## src/rtl/axi_gran_pkg.sv

```systemverilog
`default_nettype none
// ============================================================================
// Module  : axi_gran_pkg
// Purpose : Shared types, burst encodings and the sub-burst address helper
//           for the granular burst splitter.
// Ports   : none (package)
// Revision: 1.0 - initial release
// ============================================================================
package axi_gran_pkg;

    typedef logic [7:0] len_t;

    typedef enum logic [0:0] {
        IDLE = 1'b0,
        BUSY = 1'b1
    } split_state_e;

    localparam logic [1:0] BurstFixed = 2'b00;
    localparam logic [1:0] BurstIncr  = 2'b01;
    localparam logic [1:0] BurstWrap  = 2'b10;

    // Start address of the sub-burst following one of (len+1) beats.
    // Works on a 64-bit zero-extended address; callers truncate.
    function automatic logic [63:0] next_addr(
        input logic [63:0] addr,
        input len_t        len,
        input logic [2:0]  size,
        input logic [1:0]  burst
    );
        logic [8:0]  beats;
        logic [63:0] step;
        beats = {1'b0, len} + 9'd1;
        step  = {55'd0, beats} << size;
        if (burst == BurstIncr) begin
            return addr + step;
        end
        return addr;
    endfunction

endpackage
`default_nettype wire

```

## src/rtl/spill_register.sv

```systemverilog
`default_nettype none
// ============================================================================
// Module  : spill_register
// Purpose : Two-entry valid/ready pipeline register. Breaks the combinational
//           path on both valid/data and ready while sustaining one transfer
//           per cycle.
// Ports   : clk_i, rst_i (async, active-high)
//           valid_i/ready_o/data_i  - upstream handshake
//           valid_o/ready_i/data_o  - downstream handshake
// Revision: 1.0 - initial release
// ============================================================================
module spill_register #(
    parameter int unsigned Width = 8
) (
    input  logic             clk_i,
    input  logic             rst_i,
    input  logic             valid_i,
    output logic             ready_o,
    input  logic [Width-1:0] data_i,
    output logic             valid_o,
    input  logic             ready_i,
    output logic [Width-1:0] data_o
);

    logic             out_full_q,  out_full_d;
    logic [Width-1:0] out_data_q,  out_data_d;
    logic             skid_full_q, skid_full_d;
    logic [Width-1:0] skid_data_q, skid_data_d;

    assign ready_o = ~skid_full_q;
    assign valid_o = out_full_q;
    assign data_o  = out_data_q;

    always_comb begin
        out_full_d  = out_full_q;
        out_data_d  = out_data_q;
        skid_full_d = skid_full_q;
        skid_data_d = skid_data_q;
        if (!out_full_q || ready_i) begin
            // Output slot frees up: refill from the skid entry first to keep order.
            if (skid_full_q) begin
                out_full_d  = 1'b1;
                out_data_d  = skid_data_q;
                skid_full_d = 1'b0;
            end else if (valid_i) begin
                out_full_d = 1'b1;
                out_data_d = data_i;
            end else begin
                out_full_d = 1'b0;
            end
        end else if (valid_i && !skid_full_q) begin
            skid_full_d = 1'b1;
            skid_data_d = data_i;
        end
    end

    always_ff @(posedge clk_i or posedge rst_i) begin
        if (rst_i) begin
            out_full_q  <= 1'b0;
            out_data_q  <= '0;
            skid_full_q <= 1'b0;
            skid_data_q <= '0;
        end else begin
            out_full_q  <= out_full_d;
            out_data_q  <= out_data_d;
            skid_full_q <= skid_full_d;
            skid_data_q <= skid_data_d;
        end
    end

endmodule
`default_nettype wire

```

## src/rtl/axi_gran_burst_splitter_ax_chan.sv

```systemverilog
`default_nettype none
// ============================================================================
// Module  : axi_gran_burst_splitter_ax_chan
// Purpose : Accepts one AXI AW/AR burst, allocates it in the per-ID beat
//           counters and re-issues it as sub-bursts of at most lim+1 beats.
//           WRAP and reserved burst types are forwarded unsplit.
// Ports   : clk_i, rst_i (async, active-high), len_limit_i
//           ax_*      - incoming burst (valid/ready)
//           alloc_*   - counter allocation handshake (req/gnt)
//           sub_*     - outgoing sub-bursts (valid/ready)
//           stat_*    - handshake statistics (only with AXI_GRAN_SPLIT_STATS_EN)
// Options : define AXI_GRAN_SPLIT_STATS_EN to add the statistics counters.
// Revision: 1.0 - initial release
// ============================================================================
module axi_gran_burst_splitter_ax_chan
    import axi_gran_pkg::*;
#(
    parameter int unsigned AddrWidth = 64,
    parameter int unsigned IdWidth   = 4,
    parameter int unsigned UserWidth = 1,
    parameter int unsigned CutPath   = 0
) (
    input  logic                 clk_i,
    input  logic                 rst_i,
    input  logic [7:0]           len_limit_i,
    input  logic [IdWidth-1:0]   ax_id_i,
    input  logic [AddrWidth-1:0] ax_addr_i,
    input  logic [7:0]           ax_len_i,
    input  logic [2:0]           ax_size_i,
    input  logic [1:0]           ax_burst_i,
    input  logic [UserWidth-1:0] ax_user_i,
    input  logic                 ax_valid_i,
    output logic                 ax_ready_o,
    output logic [IdWidth-1:0]   alloc_id_o,
    output logic [7:0]           alloc_len_o,
    output logic                 alloc_req_o,
    input  logic                 alloc_gnt_i,
    output logic [IdWidth-1:0]   sub_id_o,
    output logic [AddrWidth-1:0] sub_addr_o,
    output logic [7:0]           sub_len_o,
    output logic [2:0]           sub_size_o,
    output logic [1:0]           sub_burst_o,
    output logic [UserWidth-1:0] sub_user_o,
    output logic                 sub_valid_o,
`ifdef AXI_GRAN_SPLIT_STATS_EN
    output logic [31:0]          stat_sub_cnt_o,
    output logic [31:0]          stat_burst_cnt_o,
`endif
    input  logic                 sub_ready_i
);

    localparam int unsigned SubWidth = IdWidth + AddrWidth + 8 + 3 + 2 + UserWidth;

    split_state_e         state_q, state_d;
    logic [IdWidth-1:0]   id_q,    id_d;
    logic [AddrWidth-1:0] addr_q,  addr_d;
    logic [2:0]           size_q,  size_d;
    logic [1:0]           burst_q, burst_d;
    logic [UserWidth-1:0] user_q,  user_d;
    len_t                 lim_q,   lim_d;
    len_t                 rem_q,   rem_d;

    len_t                 sub_len;
    logic                 src_valid;
    logic                 src_ready;
    logic [SubWidth-1:0]  src_data;
    logic [SubWidth-1:0]  dst_data;
    logic [63:0]          addr_ext;
    logic [63:0]          addr_nxt;

    assign alloc_id_o  = ax_id_i;
    assign alloc_len_o = ax_len_i;

    // WRAP (2'b10) and reserved (2'b11) share burst[1]; both go out unsplit.
    always_comb begin
        if (burst_q[1] || (rem_q < lim_q)) begin
            sub_len = rem_q;
        end else begin
            sub_len = lim_q;
        end
    end

    always_comb begin
        addr_ext                = '0;
        addr_ext[AddrWidth-1:0] = addr_q;
        addr_nxt                = next_addr(addr_ext, sub_len, size_q, burst_q);
    end

    always_comb begin
        state_d     = state_q;
        id_d        = id_q;
        addr_d      = addr_q;
        size_d      = size_q;
        burst_d     = burst_q;
        user_d      = user_q;
        lim_d       = lim_q;
        rem_d       = rem_q;
        ax_ready_o  = 1'b0;
        alloc_req_o = 1'b0;
        src_valid   = 1'b0;
        unique case (state_q)
            IDLE: begin
                // Input and allocation complete together: ready follows grant,
                // request follows valid. Both are held low while in reset.
                ax_ready_o  = alloc_gnt_i & ~rst_i;
                alloc_req_o = ax_valid_i  & ~rst_i;
                if (ax_valid_i && alloc_gnt_i) begin
                    id_d    = ax_id_i;
                    addr_d  = ax_addr_i;
                    size_d  = ax_size_i;
                    burst_d = ax_burst_i;
                    user_d  = ax_user_i;
                    lim_d   = len_limit_i;
                    rem_d   = ax_len_i;
                    state_d = BUSY;
                end
            end
            BUSY: begin
                src_valid = 1'b1;
                if (src_ready) begin
                    if (sub_len == rem_q) begin
                        state_d = IDLE;
                    end else begin
                        rem_d  = rem_q - sub_len - 8'd1;
                        addr_d = addr_nxt[AddrWidth-1:0];
                    end
                end
            end
            default: state_d = IDLE;
        endcase
    end

    always_ff @(posedge clk_i or posedge rst_i) begin
        if (rst_i) begin
            state_q <= IDLE;
            id_q    <= '0;
            addr_q  <= '0;
            size_q  <= '0;
            burst_q <= '0;
            user_q  <= '0;
            lim_q   <= '0;
            rem_q   <= '0;
        end else begin
            state_q <= state_d;
            id_q    <= id_d;
            addr_q  <= addr_d;
            size_q  <= size_d;
            burst_q <= burst_d;
            user_q  <= user_d;
            lim_q   <= lim_d;
            rem_q   <= rem_d;
        end
    end

    assign src_data = {id_q, addr_q, sub_len, size_q, burst_q, user_q};

    generate
        if (CutPath != 0) begin : g_cut
            spill_register #(
                .Width (SubWidth)
            ) i_spill (
                .clk_i   (clk_i),
                .rst_i   (rst_i),
                .valid_i (src_valid),
                .ready_o (src_ready),
                .data_i  (src_data),
                .valid_o (sub_valid_o),
                .ready_i (sub_ready_i),
                .data_o  (dst_data)
            );
        end else begin : g_no_cut
            assign sub_valid_o = src_valid;
            assign src_ready   = sub_ready_i;
            assign dst_data    = src_data;
        end
    endgenerate

    assign {sub_id_o, sub_addr_o, sub_len_o, sub_size_o, sub_burst_o, sub_user_o} = dst_data;

`ifdef AXI_GRAN_SPLIT_STATS_EN
    logic [31:0] stat_sub_cnt_q,   stat_sub_cnt_d;
    logic [31:0] stat_burst_cnt_q, stat_burst_cnt_d;

    always_comb begin
        stat_sub_cnt_d   = stat_sub_cnt_q;
        stat_burst_cnt_d = stat_burst_cnt_q;
        if (sub_valid_o && sub_ready_i && (stat_sub_cnt_q != 32'hFFFF_FFFF)) begin
            stat_sub_cnt_d = stat_sub_cnt_q + 32'd1;
        end
        if (ax_valid_i && ax_ready_o && (stat_burst_cnt_q != 32'hFFFF_FFFF)) begin
            stat_burst_cnt_d = stat_burst_cnt_q + 32'd1;
        end
    end

    always_ff @(posedge clk_i or posedge rst_i) begin
        if (rst_i) begin
            stat_sub_cnt_q   <= '0;
            stat_burst_cnt_q <= '0;
        end else begin
            stat_sub_cnt_q   <= stat_sub_cnt_d;
            stat_burst_cnt_q <= stat_burst_cnt_d;
        end
    end

    assign stat_sub_cnt_o   = stat_sub_cnt_q;
    assign stat_burst_cnt_o = stat_burst_cnt_q;
`endif

endmodule
`default_nettype wire

```

## config.mk

```make
export PLATFORM = sky130hd
export DESIGN_NAME = axi_gran_burst_splitter_ax_chan
export DESIGN_NICKNAME = d
export VERILOG_FILES = /design/src/rtl/axi_gran_pkg.sv /design/src/rtl/spill_register.sv /design/src/rtl/axi_gran_burst_splitter_ax_chan.sv
export SDC_FILE = /design/constraint.sdc
export NUM_CORES = 1
export LEC_CHECK = 0
export CORE_UTILIZATION = 50
export CTS_CLUSTER_DIAMETER = 120
export DETAILED_ROUTE_END_ITERATION = 8
export PLACE_DENSITY = 0.83
export RECOVER_POWER = 25
export SETUP_SLACK_MARGIN = 0.05
export SLEW_MARGIN = 15
export SYNTH_ARGS = -nofsm -noshare
export SYNTH_HDL_FRONTEND = slang
export SYNTH_SLANG_ARGS = --single-unit
```

## constraint.sdc

```tcl
create_clock -name clk_i -period 10.02 [get_ports clk_i]
set_clock_uncertainty 0.15 [all_clocks]
set_input_delay 2.004 -clock clk_i [delete_from_list [all_inputs] [get_ports clk_i]]
set_output_delay 2.004 -clock clk_i [all_outputs]
set_load 0.02 [all_outputs]
```

==> impl_metrics.json <==
{
  "synth-edff-count": 0,
  "cp.required_ns": 7.87,
  "floorplan.die_area_mm2": 0.0151,
  "fillers": 1159,
  "grt_max_degree": 97,
  "synth.area.top_cells": "sky130_fd_sc_hd__dfrtp_1 31%, sky130_fd_sc_hd__nand2_1 5.8%, sky130_fd_sc_hd__ha_1 5.3%",
  "dp_hpwl_um": 16300,
  "ys_types": 75,
  "grt_antenna_before_repair": 0,
  "synth-seq-cells": 91,
  "synth-async-reset-ratio": 1.00,
  "tritoncts_num_sinks": 91,
  "switching_share": 0.500,
  "crit_type": "input pin to output port",
  "report.final.slew_viol_count": 38,
  "die_height_um": 123,
  "synth_area_per_cell_um2": 8.09,
  "share_seq_of_total_power": 0.202,
  "violations_in_the_final_reports": "capacitance limit, slew limit",
  "worstMarginPinSlew_ns": 1.53,
  "unrepaired_setup_endpoints_after_global_routing": "false",
  "path_cells": "dlygate4sd3_1 -> clkinvlp_2 -> and3_1 -> clkdlybuf4s50_1",
  "ys_seq_area_frac": 0.313,
  "drc_errors": 0,
  "layout.core_utilization": 0.675,
  "finish.instance_area_mm2": 0.00947,
  "total_number_of_vias": 7699,
  "first_global_vias": 7191,
  "power.net_switching_mw": 1.86,
  "dr.first_iter.drc_count": 713,
  "cts.repair_timing.setup_buffer_count": 0,
  "pwr-share-clk": 0.089,
  "finalSetupTns_ns": 0,
  "insertion_delay_to_the_later_sink_of_the_worst_skew_pair_ns": 0.36,
  "synth-compound-area-share": 0.241,
  "report.final.setup_viol": 0,
  "fraction_of_the_mapped_netlist_area_in_adder_cells": 0.0587,
  "synth_simple_gate_area_frac": 0.230,
  "muxShareOfSynthArea": 0.0646,
  "antenna_violating_nets_post_route": 0,
  "min_period_ns": 7.06,
  "cts_tree": "yes",
  "post_dr_wirelength_cell_um": 18.9,
  "synth.top_cells.by_count": "113 x sky130_fd_sc_hd__nand2_1, 91 x sky130_fd_sc_hd__dfrtp_1, 70 x sky130_fd_sc_hd__nor2_1",
  "placement_rows": 43,
  "drive_gt1_frac": 0.0579,
  "power.share.combinational": 0.709,
  "area_growth_pct": 30.0,
  "numPortBuffers": 191,
  "placed_area_mm2": 0.00921,
  "yosysMostFrequentCell": "sky130_fd_sc_hd__nand2_1",
  "post_synth_xor_area_fraction": 0.0313,
  "ctsHoldBuffers": 0,
  "crit_path_max_fanout": 29,
  "holdCritPathClass": "register to register",
  "post-synth-top-area-cell": "sky130_fd_sc_hd__dfrtp_1",
  "grt_remaining_overflow": 0,
  "crit_path_end_kind": "output port",
  "largest_buffer_count_on_any_clock_path": 2,
  "post_synth_inst_count": 901,
  "drv_cap": 2,
  "power_leakage_nw": 3.85,
  "status": "complete, but fails checks",
  "grt.total_usage": 0.315,
  "synthesis.nets": 1029,
  "synth.cell_area_mm2": 0.00729,
  "grt_pass1_wl_um": 36900,
  "floorplan.io_pins": 192,
  "ys_warn_count": 0,
  "finalCritPeriodShare": 0.705,
  "power_density_mw_per_mm2": 392,
  "nets": 1176,
  "floorplan.initialDensity": 0.519,
  "finalWeightedCongestion": 0.929,
  "design.core.area_mm2": 0.0140,
  "internal-power_mw": 1.86,
  "achievable-frequency_ghz": 0.142,
  "post_cts.resized_instances": 0,
  "dieWidth_um": 123,
  "root_buffer": "sky130_fd_sc_hd__clkbuf_16",
  "cts_inserted_buffers": 9,
  "firstDrtPassIters": 6,
  "yosys.area.top_type_share": 0.313,
  "whs_ns": 0.330,
  "antennaDiodeCount": 0,
  "critical_path_arrival_ns": 4.91,
  "worst_slew_margin_rel": -0.0204,
  "clk_pin_slew_worst_paths_ns": 0.07,
  "crit_path_max_incr_delay_ns": 1.12,
  "crit_path_start_kind": "input pin",
  "synth_ff_type": "sky130_fd_sc_hd__dfrtp_1",
  "routed_wirelength_um": 23300,
  "viasPerCell": 6.24,
  "critical_path.slowest_cell": "sky130_fd_sc_hd__clkinvlp_2",
  "finalHoldViolations": 0,
  "htreeDepth": 3,
  "largest_family_of_logic_cells_by_synthesized_area": "compound AO/OA/AOI/OAI gates",
  "ir_worst_vdd_v": 0.000383
}
==> flip-flops by register name (all words and copies together), names as in the netlist <==
name,flops
sub_size_o,3
sub_user_o,1
state_q,1
sub_id_o,4
rem_q,8
sub_burst_o,2
lim_q,8
sub_addr_o,64
==> cell families after synthesis <==
family / count (synthesis)
XOR/XNOR: 26
flip-flops: 91
AND/OR/NAND/NOR: 345
AO/OA/AOI/OAI: 265
buffers and inverters: 103
multiplexers: 38
adder cells (fa/ha/maj): 33
==> worst max-delay path: cells and delay by family <==
| family | cells | cell delay (ns) |
|---|---|---|
| buffers and inverters | 3 | 2.21 |
| AND/OR/NAND/NOR | 1 | 0.68 |
==> path summary, 6_finish.rpt <==
| kind | cells past startpoint | slack [ns] | end | startpoint |
|---|---|---|---|---|
| worst min register to register | 2 | 0.33 | sub_id_o[0] | sub_id_o[0] |
| worst max register to register | 24 | 3.57 | sub_addr_o[23] | lim_q[7] |
| worst max-delay path | 4 | 2.96 | ax_ready_o | rst_i |
| worst min-delay path | 2 | 0.33 | sub_id_o[0] | sub_id_o[0] |
| min in group asynchronous | 2 | 2.28 | sub_id_o[1] | rst_i |
| max in group asynchronous | 3 | 5.96 | sub_addr_o[0] | rst_i |
==> final cells by class <==
cell class | count | area (um^2) | area share
flip-flops and latches | 91 | 2280 | 0.241
clock buffers | 9 | 225 | 0.0238
inverters | 38 | 144 | 0.0152
multi-input cells | 707 | 4570 | 0.482
repair buffers | 201 | 1980 | 0.209
clock inverters | 7 | 45.0 | 0.00475
well taps | 180 | 225 | 0.0238
==> power by group through the flow <==
stage | sequential, mW | combinational (mW) | clock (mW)
after global placement | 0.744 | 2.56 | 0
final | 0.748 | 2.63 | 0.331
after floorplan | 0.803 | 1.78 | 0
after CTS | 0.743 | 2.63 | 0.332
after global routing | 0.771 | 2.88 | 0.347
after detailed placement | 0.748 | 2.60 | 0
==> layer usage <==
| layer | track usage | wire length, um | part of all wire |
|---|---|---|---|
| met5 | 0 | 0 | 0 |
| met1 | 0.419 | 10000 | 0.43 |
| met2 | 0.495 | 10600 | 0.45 |
| met3 | 0.0832 | 2030 | 0.087 |
| met4 | 0.104 | 647 | 0.028 |
==> cells in the final DEF (no fill, tap or decap), drive strengths merged, types with 14 or more instances in the layout <==
cell type	synthesis	routed
a211oi	19	19
xnor2	17	17
and3	19	19
mux2	20	20
nor2	70	70
dfrtp	91	91
nand2	113	113
clkdlybuf4s50	0	164
nand4	22	22
a21oi	68	68
dlygate4sd3	0	27
mux2i	14	14
o21ai	56	56
inv	37	36
ha	31	31
o22ai	18	18
nor3	28	28
nand3	32	32
==> per-stage QoR <==
| stage | setup WS, ns | instances | power (mW) |
|---|---|---|---|
| 6_report | 2.96 | 1233 | 3.71 |
| 5_1_grt | 2.63 | 1233 | 4.00 |
| 4_1_cts | 3.64 | 1233 | 3.70 |
| 3_5_place_dp | 3.72 | 1217 | 3.35 |
| 3_3_place_gp | 3.94 | 1217 | 3.31 |
| 2_1_floorplan | 3.48 | 901 | 2.58 |
Power figures use the tool's default switching activity.
